==> src/rtl/free_list.sv <==
// -----------------------------------------------------------------------------
// free_list
// Circular FIFO of free physical register IDs feeding the rename stage.
// Rename pops one ID per cycle at the head. Retirement pushes the old
// physical register (old_wb) back at the tail. At reset, IDs
// ARCH_REGS..PRF_SIZE-1 are free, and IDs 0..ARCH_REGS-1 are owned by the
// architectural map.
//
// Ports:
//   i_clk          clock, all state updates on posedge
//   i_rst          synchronous active-high reset
//   i_alloc_req    rename requests one free physical register this cycle
//   o_alloc_valid  a free ID is available (count != 0)
//   o_alloc_id     ID at head, meaningful only when o_alloc_valid=1
//   i_release_ena  retirement returns one ID this cycle
//   i_release_id   ID being freed
//   o_free_count   number of IDs currently held, 0..PRF_SIZE
//   o_empty        free count is zero
//   o_full         free count is PRF_SIZE
//   o_release_err  sticky: a release was dropped because the list was full
// -----------------------------------------------------------------------------
module free_list #(
    parameter int PRF_SIZE  = 16,
    parameter int ARCH_REGS = 8,
    parameter int ID_W      = $clog2(PRF_SIZE)
) (
    input  logic            i_clk,
    input  logic            i_rst,
    input  logic            i_alloc_req,
    output logic            o_alloc_valid,
    output logic [ID_W-1:0] o_alloc_id,
    input  logic            i_release_ena,
    input  logic [ID_W-1:0] i_release_id,
    output logic [ID_W:0]   o_free_count,
    output logic            o_empty,
    output logic            o_full,
    output logic            o_release_err
);

    localparam logic [ID_W:0]   CNT_ZERO  = (ID_W+1)'(0);
    localparam logic [ID_W:0]   CNT_ONE   = (ID_W+1)'(1);
    localparam logic [ID_W:0]   CNT_FULL  = (ID_W+1)'(PRF_SIZE);
    localparam logic [ID_W:0]   CNT_RESET = (ID_W+1)'(PRF_SIZE - ARCH_REGS);
    localparam logic [ID_W-1:0] PTR_ONE   = ID_W'(1);
    // Truncation to ID_W bits gives the mod-PRF_SIZE wrap for free.
    localparam logic [ID_W-1:0] TAIL_RESET = ID_W'(PRF_SIZE - ARCH_REGS);

    logic [ID_W-1:0] r_mem [PRF_SIZE];
    logic [ID_W-1:0] r_head;
    logic [ID_W-1:0] r_tail;
    logic [ID_W:0]   r_count;
    logic            r_release_err;

    logic            w_alloc_fire;
    logic            w_release_fire;
    logic            w_release_drop;
    logic [ID_W:0]   w_count_next;

    // Handshake decode: release may enter a full list only when an alloc frees a slot.
    always_comb begin
        w_alloc_fire   = 1'b0;
        w_release_fire = 1'b0;
        w_release_drop = 1'b0;
        w_alloc_fire   = i_alloc_req && o_alloc_valid;
        if (i_release_ena) begin
            w_release_fire = !o_full || w_alloc_fire;
            w_release_drop = o_full && !w_alloc_fire;
        end else begin
            w_release_fire = 1'b0;
            w_release_drop = 1'b0;
        end
    end

    // Next occupancy: push and pop in the same cycle cancel out.
    always_comb begin
        w_count_next = r_count;
        case ({w_release_fire, w_alloc_fire})
            2'b10:   w_count_next = r_count + CNT_ONE;
            2'b01:   w_count_next = r_count - CNT_ONE;
            default: w_count_next = r_count;
        endcase
    end

    // State registers: storage, pointers, occupancy and sticky error.
    always_ff @(posedge i_clk) begin
        if (i_rst) begin
            for (int i = 0; i < PRF_SIZE; i++) begin
                if (i < PRF_SIZE - ARCH_REGS) begin
                    r_mem[i] <= ID_W'(ARCH_REGS + i);
                end else begin
                    r_mem[i] <= '0;
                end
            end
            r_head        <= '0;
            r_tail        <= TAIL_RESET;
            r_count       <= CNT_RESET;
            r_release_err <= 1'b0;
        end else begin
            if (w_alloc_fire) begin
                r_head <= r_head + PTR_ONE;
            end
            // When full with a simultaneous alloc, tail equals head. The
            // alloc_id read this cycle sees the pre-write value.
            if (w_release_fire) begin
                r_mem[r_tail] <= i_release_id;
                r_tail        <= r_tail + PTR_ONE;
            end
            if (w_release_drop) begin
                r_release_err <= 1'b1;
            end
            r_count <= w_count_next;
        end
    end

    assign o_alloc_valid = (r_count != CNT_ZERO);
    assign o_alloc_id    = r_mem[r_head];
    assign o_free_count  = r_count;
    assign o_empty       = (r_count == CNT_ZERO);
    assign o_full        = (r_count == CNT_FULL);
    assign o_release_err = r_release_err;

endmodule

==> config.mk <==
export PLATFORM = sky130hd
export DESIGN_NAME = free_list
export DESIGN_NICKNAME = d
export VERILOG_FILES = /design/src/rtl/free_list.sv
export SDC_FILE = /design/constraint.sdc
export NUM_CORES = 1
export LEC_CHECK = 0
export CAP_MARGIN = 10
export CORE_MARGIN = 2
export CORE_UTILIZATION = 50
export DETAILED_ROUTE_END_ITERATION = 12
export PLACE_DENSITY = 0.71
export SLEW_MARGIN = 20
export SYNTH_ARGS = -nofsm -noshare
export SYNTH_HDL_FRONTEND = slang
export SYNTH_SLANG_ARGS = --single-unit
==> constraint.sdc <==
create_clock -name i_clk -period 3.4 [get_ports i_clk]
set_input_delay 0.34 -clock i_clk [delete_from_list [all_inputs] [get_ports i_clk]]
set_output_delay 0.34 -clock i_clk [all_outputs]
set_load 0.01 [all_outputs]
==> out/metrics.cfg, run 1 <==
[setup_path]
cpLargestDelayFamily=simple AND/OR/NAND/NOR gates
worstPathRequired_ns=3.64
crit_path_top_delay_cell=or4_4
max_stage_delay_ns=0.62
startpoint_type=flip-flop
crit_top_cell=ha_1
path_class=reg2reg
arrival_ns=3.33
end_kind=flip-flop
timing.critical_path.from=o_free_count[1]
rr_startpoint=o_free_count[1]
crit_fanout=9
worstPathCellList=or4_4 > o21ai_1 > inv_1 > ha_1 > xor2_1 > ha_1 > or4b_2 > nand4_1 > nor4_1 > a211o_1
worst-path-buf-inv=1

[logic_synthesis]
ys_seq_area_share_pct=56.5
yosys_most_used_dff=edfxtp_1
synth_seq_cells=82
syn-cell-area_sq_um=4040
synth_fp_nets=354
synth_cells=337
synth_edf_count=64
synth_area_per_cell_sq_um=12.0
async_flop_share_pct=0
yosysWarnings=0
ys_types=48

[sta]
period_minus_slack_ns=3.09
drv_slew=0
hold_viol=0
setup_tns_ns=0
rsz0062_at_grt=false
fin_crit_sh_pct=90.9
fin_ws_ns=0.310
tightestPinTransition_ns=0.824
fin_skew_ns=0.00965
finalSetupViolations=0
fmax_mhz=324
relSlewSlack_pct=44.6

[power]
power_uw=2590
p_leak_uw=0.00153
irDropWorstVdd_v=0.000348
p_per_area_nw_per_um2=570

[clocking]
h-tree-depth=3
post_cts_buffers=0
clk_latency_ns=0.35
cts_buffer_depth=2
cts_hold_buf=0
cts-root-buf=clkbuf_8
cts_resized=0
cts.sinks=82
cts_tree=yes
cts_inserted_buffers=9
path_clk_slew_ns=0.08

[worst_hold_path]
holdCritStartpoint=o_release_err
min_path_type=reg2reg

[placed_design]
post-place-ws_ns=0.318
io_buffers=20
hpwl_mm=6.27
gp_congestion=0.837

[routing]
drt_iter0_drc=244
first_pass_iters=5
ant_nets=0
remaining_drc_errors=0
routed_wl_mm=8.72
wl_per_cell_um=19.0
avgViaCountPerCell=5.86
num_vias=2684

[floorplan]
start_util_pct=52.0
core_sq_um=7770
num_io_pins=21
dieArea_sq_um=8810
die_h_um=93.9
rows=32
dieWidth_um=93.9

[global_route]
grt_overflow=0
grt_pass1_wl_mm=14.0
grtUsageTotal_pct=21.3
grt_max_degree=22
grt_pass1_vias=2700
antenna_found_initial=0

[job]
cap_violations=0

[cells_and_area]
n_antenna_cell=0
final_cell_mix=edfxtp_1, nor2_1, nand2_1
drive_gt1_share_pct=12.9
fillerInstances=637
nets=369
syn_to_final_growth_pct=12.4
final_common_cell=edfxtp_1
utilization_pct=58.4

[outcome]
status=finished clean

stage by stage:
stage                     instance area, sq um  instances  hold slack (ns)
final                                     4540        458            0.478
after global routing                      4540        458            0.512
after CTS                                 4540        458            0.482
after detailed placement                  4300        443            0.463
after global placement                    4300        443            0.460
after floorplan                           4040        337            0.482
layout make-up:
cell class	instances	area [sq um]	share of cell area, %
Multi-Input combinational cell	226	1610	35.5
Tap cell	102	128	2.81
Inverter	5	18.8	0.414
Clock inverter	6	115	2.54
Sequential cell	82	2280	50.3
Clock buffer	9	124	2.73
Timing Repair Buffer	28	260	5.74
logic make-up after synthesis:
family                     Yosys count  share of synthesized area (%)
AOI/OAI and AO/OA                   41                           7.44
xor gates and xnor gates             9                           1.95
adders and majority gates            9                           2.79
buffers and inverters               29                           3.60
DFF                                 82                           56.5
muxes                               19                           9.67
and+or+nand+nor                    148                           18.0
where the power goes:
part           switching, uW  internal [uW]
Clock                    361            488
Sequential              59.6           1140
Combinational            284            257
Yosys cell counts, types with 7 or more instances:
cell	number	area, sq um
clkbuf_1	13	48.8
a22oi_1	8	60.1
xor2_1	7	61.3
dfxtp_1	18	360
mux4_2	16	360
nand3_1	18	90.1
ha_1	9	113
nand2_1	27	101
nor2b_1	7	43.8
nor3_1	15	75.1
nor2_1	54	203
edfxtp_1	64	1920
a21o_1	9	67.6
routing by layer:
layer	GRT usage (%)	wire, um	part of all wire [%]
met2	35.9	4450	51
met1	27.9	3670	42
met4	7.13	97	1.1
met5	0	0	0
met3	3.77	500	5.7
worst register-to-register path, delay by kind of cell, from the launching register on:
family,cells,cell delay (ns)
flops,1,0.40
fa+ha+maj,2,0.47
buf+inv,1,0.09
compound gates,2,0.47
xor+xnor,1,0.15
simple gates,4,1.40
state kept, by name, summed over array words and instances, names as in the netlist, named ones only:
name and count:
o_release_err 1, r_tail 4, o_free_count 5, r_mem 64, r_head 4
path summary, 6_finish.rpt:
path	to	slack, ns	cells after the start
worst max register to register	o_free_count[4]	0.31	10
worst max-delay path	o_free_count[4]	0.31	10
worst min-delay path	o_release_err	0.48	2
worst min register to register	o_release_err	0.48	2
Note: power is estimated with default switching activity, not from simulation.
==> run 2, diff against run 1 <==
Clock period 3.4 ns to 2.65 ns, I/O delays scaled along.
==> out/metrics.cfg, run 2 (synthesis gave the netlist of run 1 again) <==
[cells_and_area]
final_cell_mix=edfxtp_1, nor2_1, nand2_1
regArea_sq_um=2290  ; +0.27%
fillerInstances=637  ; unchanged
multi_input_area_sq_um=1640  ; +1.9%
n_antenna_cell=0  ; unchanged
nets=383  ; +3.8%
fin_cells=472  ; +3.1%
utilization_pct=60.6  ; +2.2 points
largest_reg_flops=64  ; unchanged
drive_gt1_share_pct=18.1  ; +5.2 points
fin_area_sq_um=4700  ; +3.7%
syn_to_final_growth_pct=16.6
final_common_cell=edfxtp_1
regMostFlops=r_mem

[clocking]
path_clk_slew_ns=0.08  ; about the same
cts_buffer_depth=2  ; unchanged
clk_latency_ns=0.36  ; about the same
cts_resized=0  ; unchanged
cts_tree=yes
h-tree-depth=3  ; unchanged
cts_inserted_buffers=9  ; unchanged
cts.sinks=82  ; unchanged
cts_hold_buf=0  ; unchanged
cts-root-buf=clkbuf_8

[setup_path]
cpLargestDelayFamily=simple AND/OR/NAND/NOR gates
arrival_ns=2.87  ; -0.46 ns
worst-path-buf-inv=1  ; unchanged
path_class=reg2reg
worstPathRequired_ns=2.90  ; -0.74 ns
end_kind=flip-flop
crit_fanout=4  ; -5
startpoint_type=flip-flop
worstPathCellList=or4_4 > o21ai_4 > inv_2 > ha_4 > xor2_1 > ha_2 > or4b_4 > nand4_1 > nor4_1 > a211o_1
max_stage_delay_ns=0.57  ; -0.05 ns
crit_path_top_delay_cell=or4_4

[routing]
wl_per_cell_um=19.0  ; -0.47%
remaining_drc_errors=2  ; +2
routed_wl_mm=8.95  ; +2.6%
drt_iter0_drc=284  ; +16%
first_pass_iters=8  ; +3
avgViaCountPerCell=5.88  ; +0.29%
num_vias=2774  ; +3.4%
ant_nets=0  ; unchanged

[sta]
tightestPinTransition_ns=0.675  ; -0.149 ns
period_minus_slack_ns=2.63  ; -0.462 ns
relSlewSlack_pct=54.6  ; +10 points
drv_slew=0  ; unchanged
finalSetupViolations=0  ; unchanged
fin_crit_sh_pct=99.2  ; +8.3 points
hold_viol=0  ; unchanged
rsz0062_at_grt=true
fin_skew_ns=0.0160  ; +0.00633 ns
fmax_mhz=381  ; +18%
hold-worst-slack_ns=0.503  ; +0.0255 ns

[power]
power_uw=3450  ; +33%
p_leak_uw=0.00161  ; +5.4%
p_per_area_nw_per_um2=734  ; +29%
irDropWorstVdd_v=0.000449  ; +29%

[global_route]
grt_overflow=0  ; unchanged
antenna_found_initial=0  ; unchanged
grt_max_degree=47  ; +110%
grtUsageTotal_pct=22.1  ; +0.76 points
grt_pass1_vias=2804  ; +3.9%
grt_pass1_wl_mm=14.4  ; +3.4%

[floorplan]
core_sq_um=7770  ; unchanged
rows=32  ; unchanged
num_io_pins=21  ; unchanged
dieWidth_um=93.9  ; unchanged
dieArea_sq_um=8810  ; unchanged
die_h_um=93.9  ; unchanged
start_util_pct=52.0  ; unchanged

[placed_design]
dpl.cell_count=453  ; +2.3%
place_area_sq_um=4430  ; +3.2%
gp_congestion=0.880  ; +5.1%
io_buffers=20  ; unchanged
hpwl_mm=6.42  ; +2.5%

[worst_hold_path]
min_path_type=reg2reg

[outcome]
status=complete, but fails checks
violations=design-rule violations

[job]
cap_violations=0  ; unchanged

run 2: cell types whose count changed in the layout (fill, tap and decap cells not counted), moves of 2 or more:
cell	before	now
buf_4	8	20
ha_1	9	7
dfxtp_2	0	2
clkinv_4	1	3
dfxtp_1	18	15
buf_12	0	2
run 2: routing by layer:
| layer | GRT usage, % | share of wire (%) | up-vias |
|---|---|---|---|
| met1 | 28.0 | 41 | 1347 |
| met3 | 3.61 | 5.4 | 10 |
| met5 | 0 | 0 | - |
| met2 | 37.6 | 52 | 107 |
| li1 | - | - | 1310 |
| met4 | 9.18 | 1.9 | 0 |
run 2: tightest hold or removal path, cell delays in order, from the launching register on:
cell and delay (ns):
dfxtp_1 0.34, a21oi_1 0.05, nor2_1 0.07
run 2: worst paths after layout:
path	startpoint	endpoint	slack (ns)	cells past startpoint
max	o_free_count[0]	o_free_count[4]	0.02	10
min	o_release_err	o_release_err	0.50	2
max reg2reg	o_free_count[0]	o_free_count[4]	0.02	10
min reg2reg	o_release_err	o_release_err	0.50	2
run 2: where the power goes:
| part | leakage (uW) | total (uW) | internal [uW] | switching [uW] |
|---|---|---|---|---|
| Sequential | 0.000741 | 1510 | 1470 | 46.9 |
| Combinational | 0.000754 | 848 | 421 | 427 |
| Clock | 0.000119 | 1090 | 625 | 465 |
| Total | 0.00161 | 3450 | 2510 | 939 |
run 2: through the flow:
step,worst slack (ns),setup TNS [ns]
after global routing,-0.0293,-0.0293
after CTS,0.0125,0
final,0.0224,0
after detailed placement,-0.0201,-0.0201
after floorplan,-0.224,-0.224
after global placement,0.0461,0
run 2: layout make-up:
cell class | count | area share (%)
clock inverters | 6 | 2.47
well taps | 102 | 2.71
clock buffers | 9 | 2.63
multi-input cells | 226 | 34.8
flip-flops and latches | 82 | 48.6
repair buffers | 42 | 8.30
inverters | 5 | 0.399
run 2: timing repair:
action / CTS / global route
endpoints found under the setup margin: 1 / 1
pin swaps: 2 / 3
setup buffers: 1 / 3
gates cloned: 0 / 0
==> run 3, diff against run 2 <==
Settings changed: GPL_TIMING_DRIVEN set to 0, PLACE_DENSITY 0.71 to 0.68.
Clock period 2.65 ns to 2.44 ns, I/O delays scaled along.
==> out/metrics.cfg, run 3 (synthesis gave the netlist of run 1 again) <==
[sta]
fin_ws_ns=-0.340  ; -0.362 ns
drv_slew=0  ; unchanged
relSlewSlack_pct=55.7  ; +1.1 points
fin_crit_sh_pct=114  ; +15 points
tightestPinTransition_ns=0.659  ; -0.0168 ns
finalSetupViolations=2  ; +2
hold_viol=0  ; unchanged
fin_skew_ns=0.0104  ; -0.00561 ns
period_minus_slack_ns=2.78  ; +0.152 ns
rsz0062_at_grt=true
fmax_mhz=360  ; -5.5%

[power]
clockPowerShare_pct=31.3  ; -0.3 points
intPower_uw=2750  ; +9.4%
power_switching_uw=1040  ; +11%
p_sw_share_pct=27.4  ; +0.23 points
p_per_area_nw_per_um2=786  ; +7.2%
p_leak_uw=0.00166  ; +3.0%
p_comb_share_pct=24.5  ; about the same
irDropWorstVdd_v=0.000475  ; +5.9%
sequentialPowerShare_pct=44.2  ; +0.4 points

[routing]
remaining_drc_errors=0  ; -2
avgViaCountPerCell=5.91  ; +0.49%
routed_wl_mm=9.32  ; +4.1%
wl_per_cell_um=19.1  ; +0.70%
num_vias=2882  ; +3.9%
ant_nets=0  ; unchanged
drt_iter0_drc=285  ; +0.35%
first_pass_iters=5  ; -3

[clocking]
cts_hold_buf=0  ; unchanged
cts.sinks=82  ; unchanged
path_clk_slew_ns=0.08  ; about the same
cts-root-buf=clkbuf_8
h-tree-depth=3  ; unchanged
cts_tree=yes
cts_inserted_buffers=9  ; unchanged
clk_latency_ns=0.35  ; about the same
cts_buffer_depth=2  ; unchanged

[floorplan]
dieArea_sq_um=8810  ; unchanged
num_io_pins=21  ; unchanged
core_sq_um=7770  ; unchanged
rows=32  ; unchanged
die_h_um=93.9  ; unchanged
dieWidth_um=93.9  ; unchanged
start_util_pct=52.0  ; unchanged

[global_route]
grt_pass1_vias=2856  ; +1.9%
grtUsageTotal_pct=23.4  ; +1.4 points
grt_overflow=0  ; unchanged
grt_max_degree=15  ; -68%
grt_pass1_wl_mm=15.2  ; +5.4%
antenna_found_initial=0  ; unchanged

[cells_and_area]
syn_to_final_growth_pct=19.4
final_cell_mix=edfxtp_1, nor2_1, nand2_1
nets=398  ; +3.9%
fin_area_sq_um=4820  ; +2.4%
n_antenna_cell=0  ; unchanged
largest_reg_flops=64  ; unchanged
final_common_cell=edfxtp_1
drive_gt1_share_pct=19.9  ; +1.8 points
regMostFlops=r_mem
fin_cells=488  ; +3.4%

[placed_design]
io_buffers=19  ; -5.0%
gp_congestion=0.833  ; -5.3%
dpl.cell_count=458  ; +1.1%
hpwl_mm=6.52  ; +1.6%
place_area_sq_um=4400  ; -0.76%

[setup_path]
crit_path_top_delay_cell=or4_4
r2r_slack_ns=-0.34  ; -0.36 ns
worst-path-buf-inv=2  ; +1
worstPathCellList=or4_4 > o21ai_4 > inv_2 > ha_4 > buf_8 > xor2_1 > ha_2 > or4b_4 > nand4_1 > nor4_1 > a211o_1
startpoint_type=flip-flop
path_class=reg2reg
cpLargestDelayFamily=simple AND/OR/NAND/NOR gates
arrival_ns=3.03  ; +0.16 ns
r2r-end=o_free_count[4]
worstPathRequired_ns=2.69  ; -0.21 ns
crit_fanout=4  ; unchanged
rr_startpoint=o_free_count[0]
end_kind=flip-flop
r2r_cells=11  ; +1
max_stage_delay_ns=0.59  ; +0.02 ns

[worst_hold_path]
holdCritStartpoint=o_release_err
min_path_type=reg2reg
hold_depth=2  ; unchanged
whs_endpoint=o_release_err

[job]
cap_violations=0  ; unchanged

[outcome]
violations=negative setup slack
status=complete, but fails checks

run 3: changes by cell type in the layout (fill, tap and decap cells not counted), sizes merged:
cell	before	now
clkbuf	9	20
clkdlybuf4s50	20	12
dlygate4sd2	0	7
buf	22	28
clkinv	3	2
clkinvlp	0	1
run 3: stage by stage:
stage | setup WS (ns) | hold slack, ns | TNS (ns) | total power (uW) | util, %
final | -0.340 | 0.498 | -0.641 | 3790 | 62.0
after global routing | -0.444 | 0.523 | -0.915 | 3960 | 62.0
after CTS | -0.379 | 0.503 | -0.737 | 3810 | 62.0
after detailed placement | -0.581 | 0.472 | -3.07 | 2520 | 56.7
after global placement | -0.556 | 0.483 | -2.40 | 2510 | 56.7
after floorplan | -0.434 | 0.435 | -0.637 | 2240 | -
run 3: power by group through the flow:
stage	Combinational (uW)	Sequential, uW	Clock [uW]
2_1_floorplan	563	1680	0
3_3_place_gp	834	1680	0
3_5_place_dp	845	1680	0
4_1_cts	936	1670	1200
5_1_grt	1020	1690	1250
6_report	926	1680	1190
run 3: tightest hold or removal path: stages, from the launching register on:
cell,delay [ns]
dfxtp_1,0.35
a21oi_1,0.05
nor2_1,0.07
run 3: area by class of cell:
type                    count  area (sq um)
inverters                   5          18.8
clock inverters             6           115
well taps                 102           128
flip-flops and latches     82          2290
repair buffers             37           333
plain buffers              20           140
fillers                   626          2950
multi-input cells         226          1670
clock buffers              10           128
run 3: how the worst max path moves through the flow:
stage                    startpoint               to  slack [ns]  cells after the start
finish              o_free_count[0]  o_free_count[4]       -0.34                     11
detailed placement      i_alloc_req  o_free_count[4]       -0.58                     11
global placement      i_release_ena  o_free_count[4]       -0.56                     11
floorplan           o_free_count[0]  o_free_count[4]       -0.43                     12
CTS                 o_free_count[0]  o_free_count[4]       -0.38                     12
global route        o_free_count[0]  o_free_count[4]       -0.44                     11
run 3: what timing repair did:
item | 4_1_cts | 5_1_grt
resized for setup | 22 | 3
pin swaps | 9 | 5
setup endpoints to repair | 8 | 17
setup buffers | 16 | 2
hold endpoints to repair | 0 | 0
run 3: per-layer routing:
layer / vias to the layer above / wire length [um] / GRT usage [%]
li1: 1338 / - / -
met1: 1437 / 3870 / 31.1
met2: 95 / 4720 / 39.0
met3: 12 / 589 / 4.49
met4: 0 / 133 / 7.37
met5: - / 0 / 0
